==> src/rtl/code_event_fifo.sv <==
// Detects new events in the priority-encoder (idle, code) stream and queues their codes in a
// first-word fall-through FIFO with a valid/ready output. Define CEF_STAMP_EN to add cycle stamps.
module code_event_fifo #(
    parameter int DEPTH = 4,
    parameter int AW    = 2
) (
    input  logic          clk,
    input  logic          rst,
    input  logic          idle,
    input  logic [2:0]    code,
    input  logic          out_ready,
    output logic          out_valid,
    output logic [2:0]    out_code,
    output logic          full,
    output logic [AW:0]   count,
    output logic          overflow
`ifdef CEF_STAMP_EN
    ,
    output logic [7:0]    out_stamp
`endif
);

    // Handshake: an entry transfers on a cycle where out_valid and out_ready are both high;
    // out_valid/out_code are registered and never depend on out_ready, idle or code.
    logic [2:0]    mem_q [DEPTH];
    logic [AW-1:0] wr_ptr_q, rd_ptr_q, rd_ptr_inc;
    logic [AW:0]   count_q, count_d;
    logic [2:0]    out_code_q, out_code_d;
    logic          prev_idle_q;
    logic [2:0]    prev_code_q;
    logic          overflow_q;
    logic          ev, push, pop;

    assign full       = (count_q == (AW+1)'(DEPTH));
    assign count      = count_q;
    assign out_valid  = (count_q != '0);
    assign out_code   = out_code_q;
    assign overflow   = overflow_q;
    assign rd_ptr_inc = rd_ptr_q + 1'b1;

    assign ev   = !idle && (prev_idle_q || (code != prev_code_q));
    assign pop  = out_valid && out_ready;
    assign push = ev && (!full || pop);

    always_comb begin
        count_d = count_q;
        if (push && !pop)
            count_d = count_q + 1'b1;
        else if (pop && !push)
            count_d = count_q - 1'b1;
    end

    // The head register tracks what mem[rd_ptr] will hold after this edge; when the
    // FIFO drains it keeps the last value handed out.
    always_comb begin
        out_code_d = out_code_q;
        if (count_q == '0) begin
            if (push)
                out_code_d = code;
        end else if (pop) begin
            if (count_q > (AW+1)'(1))
                out_code_d = mem_q[rd_ptr_inc];
            else if (push)
                out_code_d = code;
        end
    end

    always_ff @(posedge clk) begin
        if (rst) begin
            wr_ptr_q    <= '0;
            rd_ptr_q    <= '0;
            count_q     <= '0;
            out_code_q  <= '0;
            prev_idle_q <= 1'b1;
            prev_code_q <= '0;
            overflow_q  <= 1'b0;
        end else begin
            prev_idle_q <= idle;
            if (!idle)
                prev_code_q <= code;
            if (push)
                wr_ptr_q <= wr_ptr_q + 1'b1;
            if (pop)
                rd_ptr_q <= rd_ptr_inc;
            if (ev && full && !pop)
                overflow_q <= 1'b1;
            count_q    <= count_d;
            out_code_q <= out_code_d;
        end
    end

    // Storage needs no reset: nothing reads an entry before it is written.
    always_ff @(posedge clk) begin
        if (!rst && push)
            mem_q[wr_ptr_q] <= code;
    end

`ifdef CEF_STAMP_EN
    logic [7:0] stamp_cnt_q;
    logic [7:0] stamp_mem_q [DEPTH];
    logic [7:0] out_stamp_q, out_stamp_d;

    assign out_stamp = out_stamp_q;

    always_comb begin
        out_stamp_d = out_stamp_q;
        if (count_q == '0) begin
            if (push)
                out_stamp_d = stamp_cnt_q;
        end else if (pop) begin
            if (count_q > (AW+1)'(1))
                out_stamp_d = stamp_mem_q[rd_ptr_inc];
            else if (push)
                out_stamp_d = stamp_cnt_q;
        end
    end

    always_ff @(posedge clk) begin
        if (rst) begin
            stamp_cnt_q <= '0;
            out_stamp_q <= '0;
        end else begin
            stamp_cnt_q <= stamp_cnt_q + 1'b1;
            out_stamp_q <= out_stamp_d;
        end
    end

    always_ff @(posedge clk) begin
        if (!rst && push)
            stamp_mem_q[wr_ptr_q] <= stamp_cnt_q;
    end
`endif

endmodule

==> config.mk <==
export PLATFORM = sky130hd
export DESIGN_NAME = code_event_fifo
export DESIGN_NICKNAME = d
export VERILOG_FILES = /design/src/rtl/code_event_fifo.sv
export SDC_FILE = /design/constraint.sdc
export NUM_CORES = 1
export LEC_CHECK = 0
export ABC_AREA = 1
export CAP_MARGIN = 5
export CELL_PAD_IN_SITES_DETAIL_PLACEMENT = 1
export CELL_PAD_IN_SITES_GLOBAL_PLACEMENT = 1
export CORE_AREA = 2 2 59 61
export DETAILED_ROUTE_END_ITERATION = 6
export DIE_AREA = 0 0 61 63
export MAX_ROUTING_LAYER = met4
export PLACE_DENSITY_LB_ADDON = 0.1
export SLEW_MARGIN = 40
export SYNTH_ARGS = -nofsm -noshare
export SYNTH_HDL_FRONTEND = slang
export SYNTH_SLANG_ARGS = --single-unit
==> constraint.sdc <==
create_clock -name clk -period 2.8 [get_ports clk]
set_input_delay 0.42 -clock clk [delete_from_list [all_inputs] [get_ports clk]]
set_output_delay 0.42 -clock clk [all_outputs]
set_load 0.02 [all_outputs]
Word level (Yosys, flattened, before mapping)
Memories as Yosys holds them, arrays and structs flattened.
Index checks and enable logic that the tools add are counted.
- $add $sub $neg: 4
- multiply operators: 0
- div/mod/pow operators: 0
- order comparisons: 1
- equality and inequality tests: 2
- shifts and indexed selects: 0
- multiplexer cells: 8
- bitwise logic cells: 0
- reduce and logical (&&, ||, !) cells: 19
- operators by type and width (cell ; number):
    2-to-1 mux 3 bit ; 6
    logical AND 1 bit ; 8
    zero test 1 bit ; 5
    adder 2 x 1 -> 2 bit, second input constant ; 2
    nonzero test 2 bit ; 2
    adder 3 x 1 -> 3 bit, second input constant ; 1
    == test 3 bit, second input constant ; 1
    greater-than comparator 3 x 1 -> 1 bit, second input constant ; 1
    zero test 3 bit ; 1
    != test 3 bit ; 1
    nonzero test 3 bit ; 1
    subtractor 3 x 1 -> 3 bit, second input constant ; 1
    logical OR 1 bit ; 2
    2-to-1 mux 1 bit ; 2
- flip-flop bits (word level): 15
- latch bits: 0
- bits in writable memories: 12
- bits in read-only memories: 0
- bits of input ports: 7
- output and inout bits: 9
- memories kept: 1
- memories (memory ; depth ; bits a word ; read ports ; clocked after memory_dff ; wr ports ; line ; source):
    mem_q ; 4 ; 3 ; 1 ; 0 ; 1 ; 25 ; logic [2:0] mem_q [DEPTH];

Depth between registers and ports, before layout
Gate-level depths: netlist of the first run.
- word-level depth: 8
- depth in mapped cells: 13

Worst setup path after synthesis of the first run
OpenSTA, ideal clock, no wires.
- kind: flip-flop to flip-flop
- start: register count_q[0] (netlist: count[0])
- end: register count_q[2] (netlist: count[2])
- setup time: 122 ps
- arrival time: 1835 ps
- required time: 2678 ps
- setup slack: 842 ps
- cell stages (with the launch flop): 12
- buffers on the path: 0
- cell sequence: dfxtp_1 inv_1 ha_1 inv_1 nor2_1 inv_2 nand2_2 ha_1 nor2_1 o21ai_0 o21ai_0 a21oi_1
- cells in the longest elaborated chain, start to end: 7
- RTL lines (item ; line ; source):
    from (decl) ; 27 ; logic [AW:0] count_q, count_d;
    from (signal assigned) ; 87 ; count_q <= count_d;
    nonzero test 3 bit * ; 36 ; assign out_valid = (count_q != '0);
    net out_valid ; 12 ; output logic out_valid,
    logical AND 1 bit * ; 42 ; assign pop = out_valid && out_ready;
    logical OR 1 bit ; 43 ; assign push = ev && (!full || pop);
    logical AND 1 bit ; 43 ;
    zero test 1 bit ; 49 ; else if (pop && !push)
    logical AND 1 bit ; 49 ;
    nonzero test 2 bit (no line) ; -- ;
Mark *: on every way through the listed nets, which the timed path passes. The rest lies on a longest branch. The select of a mux whose other input is x is not followed.
A chain may end at the register's enable or synchronous reset.

Worst setup path after layout of the first run
- start: register count_q[0] (netlist: count[0])
- end: output port out_valid
- cells in the longest elaborated chain, start to end: 1
- RTL lines (item ; line):
    nonzero test 3 bit ; 36
    to (decl) ; 12
Every way passes these cells.

==> results by group, run 1 <==
Outcome
  – Run status: finished clean

Synthesis
  – Compound-Gate Fraction of Synth Area: 0.111
  – Post-Synth Adder-Cell Area: 0.0739
  – Leading area contributor after synthesis: edfxtp_1
  – Cells taking the most area after synthesis: edfxtp_1 27%, dfxtp_1 22%, inv_1 8.3%
  – Register area share after synthesis: 0.488
  – Post-synth top area share: 0.266
  – Synth Instances: between 150 and 200
  – Multiplexer area fraction after synthesis: 0
  – Largest family of logic cells by synthesized area: simple AND/OR/NAND/NOR gates
  – Netlist Area Pre-Place: approximately 0.0014 sq mm
  – Area fraction in and, or, nand and nor cells after synthesis: 0.223
  – Syn nets: between 150 and 200
  – Yosys warnings: 0
  – Mapped Avg Cell Area: about 8.4 sq um
  – Synth Area in XOR/XNOR: 0.0129
  – Yosys reg bits: 27
  – Post-synth cell types: 22

GRT
  – First-pass GRT wire length: 5350 um
  – Initial antenna violation count: 0
  – Gr usage total: 0.196
  – GRT overflow: 0
  – Vias in the first global route: approximately 1200
  – Largest net degree at the start of global routing: 16

Critical path
  – WP data required: roughly 2.4 ns
  – CP delay by family, top: buffers and inverters
  – Crit-path most repeated cell: inv_1
  – Critical-path cell list: inv_1 -> ha_1 -> inv_1 -> nor2_1 -> inv_2 -> clkdlybuf4s50_1
  – R2r worst-path depth: 11
  – WP depth: 6
  – Crit end category: output port
  – Reg2Reg Capture Point: count[2]
  – CP Launch Type: register
  – R2R Setup Slk: about 0.73 ns
  – CP max FO: 4
  – WP buf/inv: 4
  – RR Startpoint: count[1]
  – Worst path max stage delay: 0.59 ns
  – WP data arrival: approximately 1.8 ns
  – Critical path's slowest cell: clkdlybuf4s50_1
  – Critical path class: register to output port

Die
  – Chip width: around 60 um
  – DIE HEIGHT: 63 um
  – Num ports: 16
  – Rows: 21
  – Initial Utilization: 0.419
  – Die area: between 0.003 and 0.004 sq mm
  – Core footprint: ~0.0032 sq mm

Clocking
  – Clock sinks: 27
  – CTS Hold Buffers Added: 0
  – Post_cts resized: 0
  – Num CTS Buffers: 3
  – Clock Path Buffers: 2
  – Clock latency on the worst-skew pair: 0.33 ns
  – Post-CTS Setup Inserts: 0
  – Htree depth: 1
  – CTS root buffer: clkbuf_4
  – TritonCTS clock tree: done
  – Worst-path clk slew: approximately 0.14 ns

Finish
  – Area Growth Syn to Fin: 17.1%
  – # diodes: 0
  – Final Non-Filler Cells: 226
  – Utilization after layout: 0.491
  – Non-Filler Cell Area, Final: roughly 0.0016 sq mm
  – Most frequent cells in the layout: 30 x inv_1, 26 x nand2_1, 21 x nor2_1, 15 x dfxtp_1, 15 x clkdlybuf4s50_1
  – Layout cell share with drive strength beyond 1: 0.0889
  – Final nets: about 200
  – Commonest non-fill, non-tap cell in the layout: inv_1

Timing
  – Max Clk Rate: ~440 MHz
  – Hold WS: approximately 0.47 ns
  – Slew @ Worst Pin: roughly 0.40 ns
  – Final setup fails: 0
  – RSZ-0062 raised after global routing: no
  – Worst slew margin: 0.731
  – Final hold vios: 0
  – Final Cycle Share: 0.806
  – Fin. max-slew vios: 0
  – Fin crit period: between 2 and 2.5 ns
  – Total negative slack: 0 ns
  – Setup ws final: 0.544 ns
  – Post-Route Skew: ~0.004 ns

Drt
  – DRT iter0 DRCs: 35
  – DRC violations left: 0
  – Wire per inst: ~14 um
  – Initial DRT Pass Iterations: 4
  – Antenna viol nets, final: 0
  – DR vias: around 1100
  – Routed WL: ~3200 um
  – Avg Vias per Cell: around 4.7

Worst hold path
  – Hold endpoint: overflow
  – Hold Crit Class: register to register
  – Critical hold path startpoint: overflow
  – WHS Path Cells: 2

Pwr
  – VDD IR max: between 0.3 and 0.4 mV
  – Tot Pwr: 1.32 mW
  – Pwr Density: 832 mW/mm^2
  – Pleak: 0.697 nW

Placement
  – Placed cells: approximately 220
  – Placer Congestion: about 0.91
  – Hpwl dp: approximately 2600 um
  – DP Area: 0.00156 sq mm
  – Pre-CTS WS: around 0.18 ns
  – Port bufs: 15

Flow run
  – MaxCap Viol Count: 0
worst register-to-register path: cells and delay by family, from the launching register on:
| family | cells | cell delay, ns |
|---|---|---|
| and+or+nand+nor | 4 | 0.57 |
| DFF | 1 | 0.37 |
| buffers and inverters | 2 | 0.18 |
| AOI/OAI and AO/OA | 3 | 0.33 |
| adders and majority gates | 2 | 0.52 |
metal layers:
metal	GRT usage	share of wire	routed length (um)
met1	0.237	0.45	1430
met2	0.332	0.52	1650
met3	0.0248	0.016	50
met4	0.0571	0.014	44
met5	-	0	0
report_power, final:
part	leakage, nW	switching (mW)	internal [mW]
Clock	0.0177	0.118	0.0538
Combinational	0.446	0.370	0.247
Sequential	0.233	0.0541	0.476
Total	0.697	0.542	0.777
registers in the layout, summed over array words and instances (netlist names):
name / count
count: 3
mem_q: 12
out_code: 3
overflow: 1
prev_code_q: 3
prev_idle_q: 1
rd_ptr_q: 2
wr_ptr_q: 2
synth_stat cells (all sizes together):
| cell type | number |
|---|---|
| ha | 8 |
| edfxtp | 12 |
| or2 | 1 |
| a21oi | 15 |
| o21ai | 10 |
| a22oi | 2 |
| nand3 | 5 |
| o22ai | 1 |
| nand2 | 32 |
| nand4 | 4 |
| clkbuf | 1 |
| xor2 | 1 |
| dfxtp | 15 |
| nor2 | 22 |
| xnor2 | 1 |
| inv | 32 |
cells by family after synthesis:
logic type      after synthesis
compound gates               28
simple gates                 64
fa+ha+maj                     8
xor+xnor                      2
buf+inv                      33
flops                        27
worst max-delay path by stage:
stage,start,endpoint
after floorplan,count[0],count[2]
after CTS,count[0],out_valid
after global placement,code[0],count[2]
after detailed placement,code[0],count[2]
final,count[0],out_valid
after global routing,code[0],count[2]
area by class of cell:
class,count,area [sq um]
clock buffer,3,22.5
sequential,27,661
inverter,32,120
multi-input combinational,102,569
fill,397,1650
timing repair buffer,15,150
clock inverter,1,5.00
tap,46,57.6
No activity file was read; power rests on OpenSTA's default activity.
==> inputs of run 2 (changes only) <==
--- a/config.mk
+++ b/config.mk
@@ -9,9 +9,9 @@
 export CAP_MARGIN = 5
 export CELL_PAD_IN_SITES_DETAIL_PLACEMENT = 1
 export CELL_PAD_IN_SITES_GLOBAL_PLACEMENT = 1
-export CORE_AREA = 2 2 59 61
+export CORE_AREA = 2 2 61 63
 export DETAILED_ROUTE_END_ITERATION = 6
-export DIE_AREA = 0 0 61 63
+export DIE_AREA = 0 0 63 65
 export MAX_ROUTING_LAYER = met4
 export PLACE_DENSITY_LB_ADDON = 0.1
 export SLEW_MARGIN = 40
==> constraint.sdc (replaced) <==
create_clock -name clk -period 2.32 [get_ports clk]
set_input_delay 0.348 -clock clk [delete_from_list [all_inputs] [get_ports clk]]
set_output_delay 0.348 -clock clk [all_outputs]
set_load 0.02 [all_outputs]
==> results by group, run 2 (synthesis results as in run 1) <==
Die
  – Die area: 0.00410 sq mm
  – Chip width: between 60 and 70 um
  – Num ports: 16
  – Rows: 22
  – Core footprint: ~0.0035 sq mm
  – DIE HEIGHT: approximately 65 um
  – Initial Utilization: 0.387

Timing
  – Slew @ Worst Pin: 0.378 ns
  – Final hold vios: 0
  – Final setup fails: 0
  – Final Cycle Share: 0.912
  – Fin crit period: 2.12 ns
  – Post-Route Skew: 0.00534 ns
  – Total negative slack: 0 ns
  – Worst slew margin: 0.747
  – Fin. max-slew vios: 0
  – RSZ-0062 raised after global routing: no
  – Setup ws final: 0.204 ns
  – Max Clk Rate: 473 MHz

GRT
  – GRT overflow: 0
  – Vias in the first global route: 1241
  – Met1 usage: 0.219
  – Initial antenna violation count: 0
  – Global routing's busiest layer: met2
  – GRT met3 Usage: 0.0226
  – Largest net degree at the start of global routing: 16
  – Gr usage total: 0.188
  – First-pass GRT wire length: approximately 5700 um
  – GRT met2 Usage: 0.332

Finish
  – Layout cell share with drive strength beyond 1: 0.128
  – Non-Filler Cell Area, Final: about 0.0017 sq mm
  – Final nets: around 200
  – Area Growth Syn to Fin: 21.9%
  – Multi-input gate area: approximately 570 sq um
  – Commonest non-fill, non-tap cell in the layout: inv_1
  – Biggest register: mem_q
  – Max reg flops: 12
  – # diodes: 0
  – Most frequent cells in the layout: 30 x inv_1, 26 x nand2_1, 21 x nor2_1, 15 x dfxtp_1
  – Flip-flop and latch area: 661 sq um
  – Filler instances: about 450
  – Final Non-Filler Cells: 236

Clocking
  – CTS root buffer: clkbuf_4
  – Clock sinks: 27
  – Num CTS Buffers: 3
  – Post-CTS Setup Inserts: 0
  – Worst-path clk slew: ~0.15 ns
  – Htree depth: 1
  – CTS Hold Buffers Added: 0
  – TritonCTS clock tree: done
  – Clock latency on the worst-skew pair: 0.34 ns
  – Post_cts resized: 0
  – Clock Path Buffers: 2

Worst hold path
  – WHS Path Cells: 2
  – Hold endpoint: overflow
  – Hold Crit Class: register to register
  – Critical hold path startpoint: overflow

Critical path
  – R2r worst-path depth: 11
  – WP data arrival: 1.77 ns
  – CP Launch Type: register
  – R2R Setup Slk: about 0.40 ns
  – Reg2Reg Capture Point: count[2]
  – Critical path class: register to output port
  – WP data required: around 2.0 ns
  – RR Startpoint: count[1]
  – CP max FO: 4
  – Crit end category: output port

Drt
  – Avg Vias per Cell: ~4.7
  – Routed WL: roughly 3200 um
  – Initial DRT Pass Iterations: 4
  – DR vias: approximately 1100
  – DRT iter0 DRCs: 33
  – Antenna viol nets, final: 0
  – Wire per inst: roughly 14 um
  – DRC violations left: 0

Placement
  – Hpwl dp: about 2600 um
  – DP Area: 0.00162 sq mm
  – Pre-CTS WS: around 0.1 ns
  – Placed cells: 232
  – Port bufs: 15
  – Placer Congestion: 0.765

Pwr
  – Pwr Density: just under 1000 mW/mm^2
  – VDD IR max: between 0.4 and 0.5 mV
  – Pleak: 0.744 nW

Outcome
  – Run status: finished clean

Flow run
  – MaxCap Viol Count: 0
-- run 2: layer usage --
metal  vias to the layer above  wire, um
li1                        568         -
met1                       533      1450
met2                        13      1680
met3                         5        66
met4                         0        51
met5                         -         0
-- run 2: metrics by stage --
| stage | util | power [mW] | hold WS (ns) |
|---|---|---|---|
| after CTS | 0.471 | 1.63 | 0.473 |
| after global placement | 0.463 | 1.40 | 0.440 |
| after detailed placement | 0.463 | 1.42 | 0.456 |
| after floorplan | - | 1.13 | 0.438 |
| final | 0.472 | 1.61 | 0.467 |
| after global routing | 0.472 | 1.75 | 0.483 |
-- run 2: worst max-delay path by stage --
| stage | start | to | slack (ns) | cells past startpoint |
|---|---|---|---|---|
| after floorplan | count[0] | count[2] | 0.36 | 11 |
| after global placement | code[2] | count[2] | 0.17 | 13 |
| after detailed placement | code[2] | count[2] | 0.10 | 13 |
| after CTS | count[0] | out_valid | 0.08 | 6 |
| after global routing | count[1] | full | 0.1 | 5 |
| final | count[1] | full | 0.20 | 5 |
-- run 2: power by group --
group	internal, mW	switching, mW	total [mW]	leakage [nW]
combinational	0.314	0.441	0.756	0.493
sequential	0.575	0.0650	0.640	0.233
clock	0.0650	0.149	0.214	0.0177
total	0.954	0.655	1.61	0.744
-- run 2: area by class of cell --
| class | instances | area share |
|---|---|---|
| inverters | 32 | 0.0728 |
| clock buffers | 3 | 0.0136 |
| well taps | 48 | 0.0364 |
| flip-flops and latches | 27 | 0.400 |
| repair buffers | 23 | 0.129 |
| clock inverters | 1 | 0.00303 |
| multi-input cells | 102 | 0.345 |
-- run 2: critical path: stages (launching register included) --
cell	delay, ns
dfxtp_1	0.37
inv_1	0.11
ha_1	0.19
nand2_2	0.06
inv_1	0.09
clkdlybuf4s50_1	0.61
==> inputs of run 3 (changes only) <==
--- a/config.mk
+++ b/config.mk
@@ -12,7 +12,6 @@
 export CORE_AREA = 2 2 61 63
 export DETAILED_ROUTE_END_ITERATION = 6
 export DIE_AREA = 0 0 63 65
-export MAX_ROUTING_LAYER = met4
 export PLACE_DENSITY_LB_ADDON = 0.1
 export SLEW_MARGIN = 40
 export SYNTH_ARGS = -nofsm -noshare
==> results by group, run 3 (synthesis results as in run 1) <==
Outcome
  – Run status: finished clean

Critical path
  – Reg2Reg Capture Point: count[2]
  – WP data required: around 2.0 ns
  – Critical-path cell list: inv_1 -> ha_1 -> nand2_2 -> inv_1 -> clkdlybuf4s50_1
  – WP data arrival: ~1.8 ns
  – CP delay by family, top: buffers and inverters
  – CP Launch Type: register
  – Worst path max stage delay: roughly 0.61 ns
  – Crit end category: output port
  – R2R Setup Slk: about 0.40 ns
  – Crit-path most repeated cell: inv_1
  – CP max FO: 4
  – Critical path class: register to output port
  – RR Startpoint: count[1]
  – Critical path's slowest cell: clkdlybuf4s50_1
  – WP buf/inv: 3
  – R2r worst-path depth: 11

Die
  – Num ports: 16
  – Initial Utilization: 0.387
  – DIE HEIGHT: around 65 um
  – Core footprint: 0.00350 sq mm
  – Rows: 22
  – Chip width: 63 um
  – Die area: a little over 0.004 sq mm

Placement
  – Port bufs: 15
  – Placed cells: about 230
  – Placer Congestion: between 0.7 and 0.8
  – Hpwl dp: approximately 2600 um
  – Pre-CTS WS: ~0.10 ns

Drt
  – Initial DRT Pass Iterations: 4
  – DR vias: around 1100
  – Wire per inst: 13.7 um
  – DRT iter0 DRCs: 30
  – DRC violations left: 0
  – Antenna viol nets, final: 0
  – Avg Vias per Cell: ~4.8
  – Routed WL: ~3200 um

Timing
  – Setup ws final: 0.204 ns
  – Fin. max-slew vios: 0
  – Final Cycle Share: 0.912
  – Final hold vios: 0
  – RSZ-0062 raised after global routing: no
  – Final setup fails: 0
  – Worst slew margin: 0.747
  – Post-Route Skew: between 0.003 and 0.004 ns
  – Hold WS: 0.466 ns
  – Slew @ Worst Pin: 0.378 ns
  – Total negative slack: 0 ns
  – Fin crit period: ~2.1 ns
  – Max Clk Rate: approximately 470 MHz

GRT
  – Initial antenna violation count: 0
  – Gr usage total: 0.184
  – Vias in the first global route: between 1000 and 1500
  – Largest net degree at the start of global routing: 16
  – First-pass GRT wire length: 5690 um
  – GRT overflow: 0

Finish
  – Most frequent cells in the layout: 30 x inv_1, 26 x nand2_1, 21 x nor2_1, 15 x dfxtp_1
  – Area Growth Syn to Fin: 21.9%
  – Layout cell share with drive strength beyond 1: 0.128
  – Commonest non-fill, non-tap cell in the layout: inv_1
  – Biggest register: mem_q
  – Max reg flops: 12
  – Final Non-Filler Cells: 236
  – Final nets: between 200 and 250
  – # diodes: 0

Worst hold path
  – WHS Path Cells: 2
  – Hold endpoint: overflow
  – Critical hold path startpoint: overflow
  – Hold Crit Class: register to register

Flow run
  – MaxCap Viol Count: 0

Clocking
  – Clock sinks: 27
  – Htree depth: 1
  – Worst-path clk slew: 0.15 ns
  – Num CTS Buffers: 3
  – TritonCTS clock tree: done
  – Clock latency on the worst-skew pair: 0.34 ns
  – CTS root buffer: clkbuf_4
  – Clock Path Buffers: 2
  – CTS Hold Buffers Added: 0

Pwr
  – VDD IR max: between 0.4 and 0.5 mV
  – Internal power: approximately 950 uW
  – Clk network pwr share: 0.133
  – Pwr Density: around 1000 mW/mm^2
  – Sequential power share: 0.398
  – Logic pwr share: 0.469
  – Net switching power: approximately 660 uW
  – Sw Ratio: 0.407
  – Pleak: ~0.74 nW
==> run 3: final cells by class <==
type | count | area, sq um
tap | 48 | 60.1
inverter | 32 | 120
sequential | 27 | 661
fill | 448 | 1850
multi-input combinational | 102 | 569
clock buffer | 3 | 22.5
timing repair buffer | 23 | 213
clock inverter | 1 | 5.00
==> run 3: routing by layer <==
metal  GRT usage  vias to the layer above  wire length (um)
met5           0                        -                 0
met4      0.0750                        0                53
met3      0.0226                        5                62
met2       0.332                       14              1690
met1       0.220                      534              1430
li1            -                      569                 -
==> run 3: stage by stage <==
| step | util | total power, mW | cell area (sq um) |
|---|---|---|---|
| 2_1_floorplan | - | 1.13 | 1350 |
| 3_3_place_gp | 0.463 | 1.40 | 1620 |
| 3_5_place_dp | 0.463 | 1.42 | 1620 |
| 4_1_cts | 0.471 | 1.63 | 1650 |
| 5_1_grt | 0.472 | 1.75 | 1650 |
| 6_report | 0.472 | 1.61 | 1650 |
==> run 3: how the worst max path moves through the flow <==
stage | startpoint | end | cells after the start
3_3_place_gp | code[2] | count[2] | 13
3_5_place_dp | code[2] | count[2] | 13
4_1_cts | count[0] | out_valid | 6
2_1_floorplan | count[0] | count[2] | 11
5_1_grt | count[1] | full | 5
6_report | count[1] | full | 5
==> run 3: power groups by stage <==
| stage | registers (mW) | logic, mW | clock network [mW] |
|---|---|---|---|
| 3_5_place_dp | 0.653 | 0.763 | 0 |
| 4_1_cts | 0.642 | 0.770 | 0.219 |
| 2_1_floorplan | 0.697 | 0.430 | 0 |
| 5_1_grt | 0.652 | 0.857 | 0.241 |
| 3_3_place_gp | 0.649 | 0.750 | 0 |
| 6_report | 0.640 | 0.755 | 0.214 |
==> run 3: timing repair <==
action	in CTS	in global routing
gates resized for setup	0	1
endpoints found under the hold margin	0	0
setup buffers	0	0
setup endpoints to repair	0	1
==> run 3: tightest hold or removal path, stage by stage (launching register included) <==
cell,delay (ns)
dfxtp_1,0.34
inv_1,0.05
a21oi_1,0.06
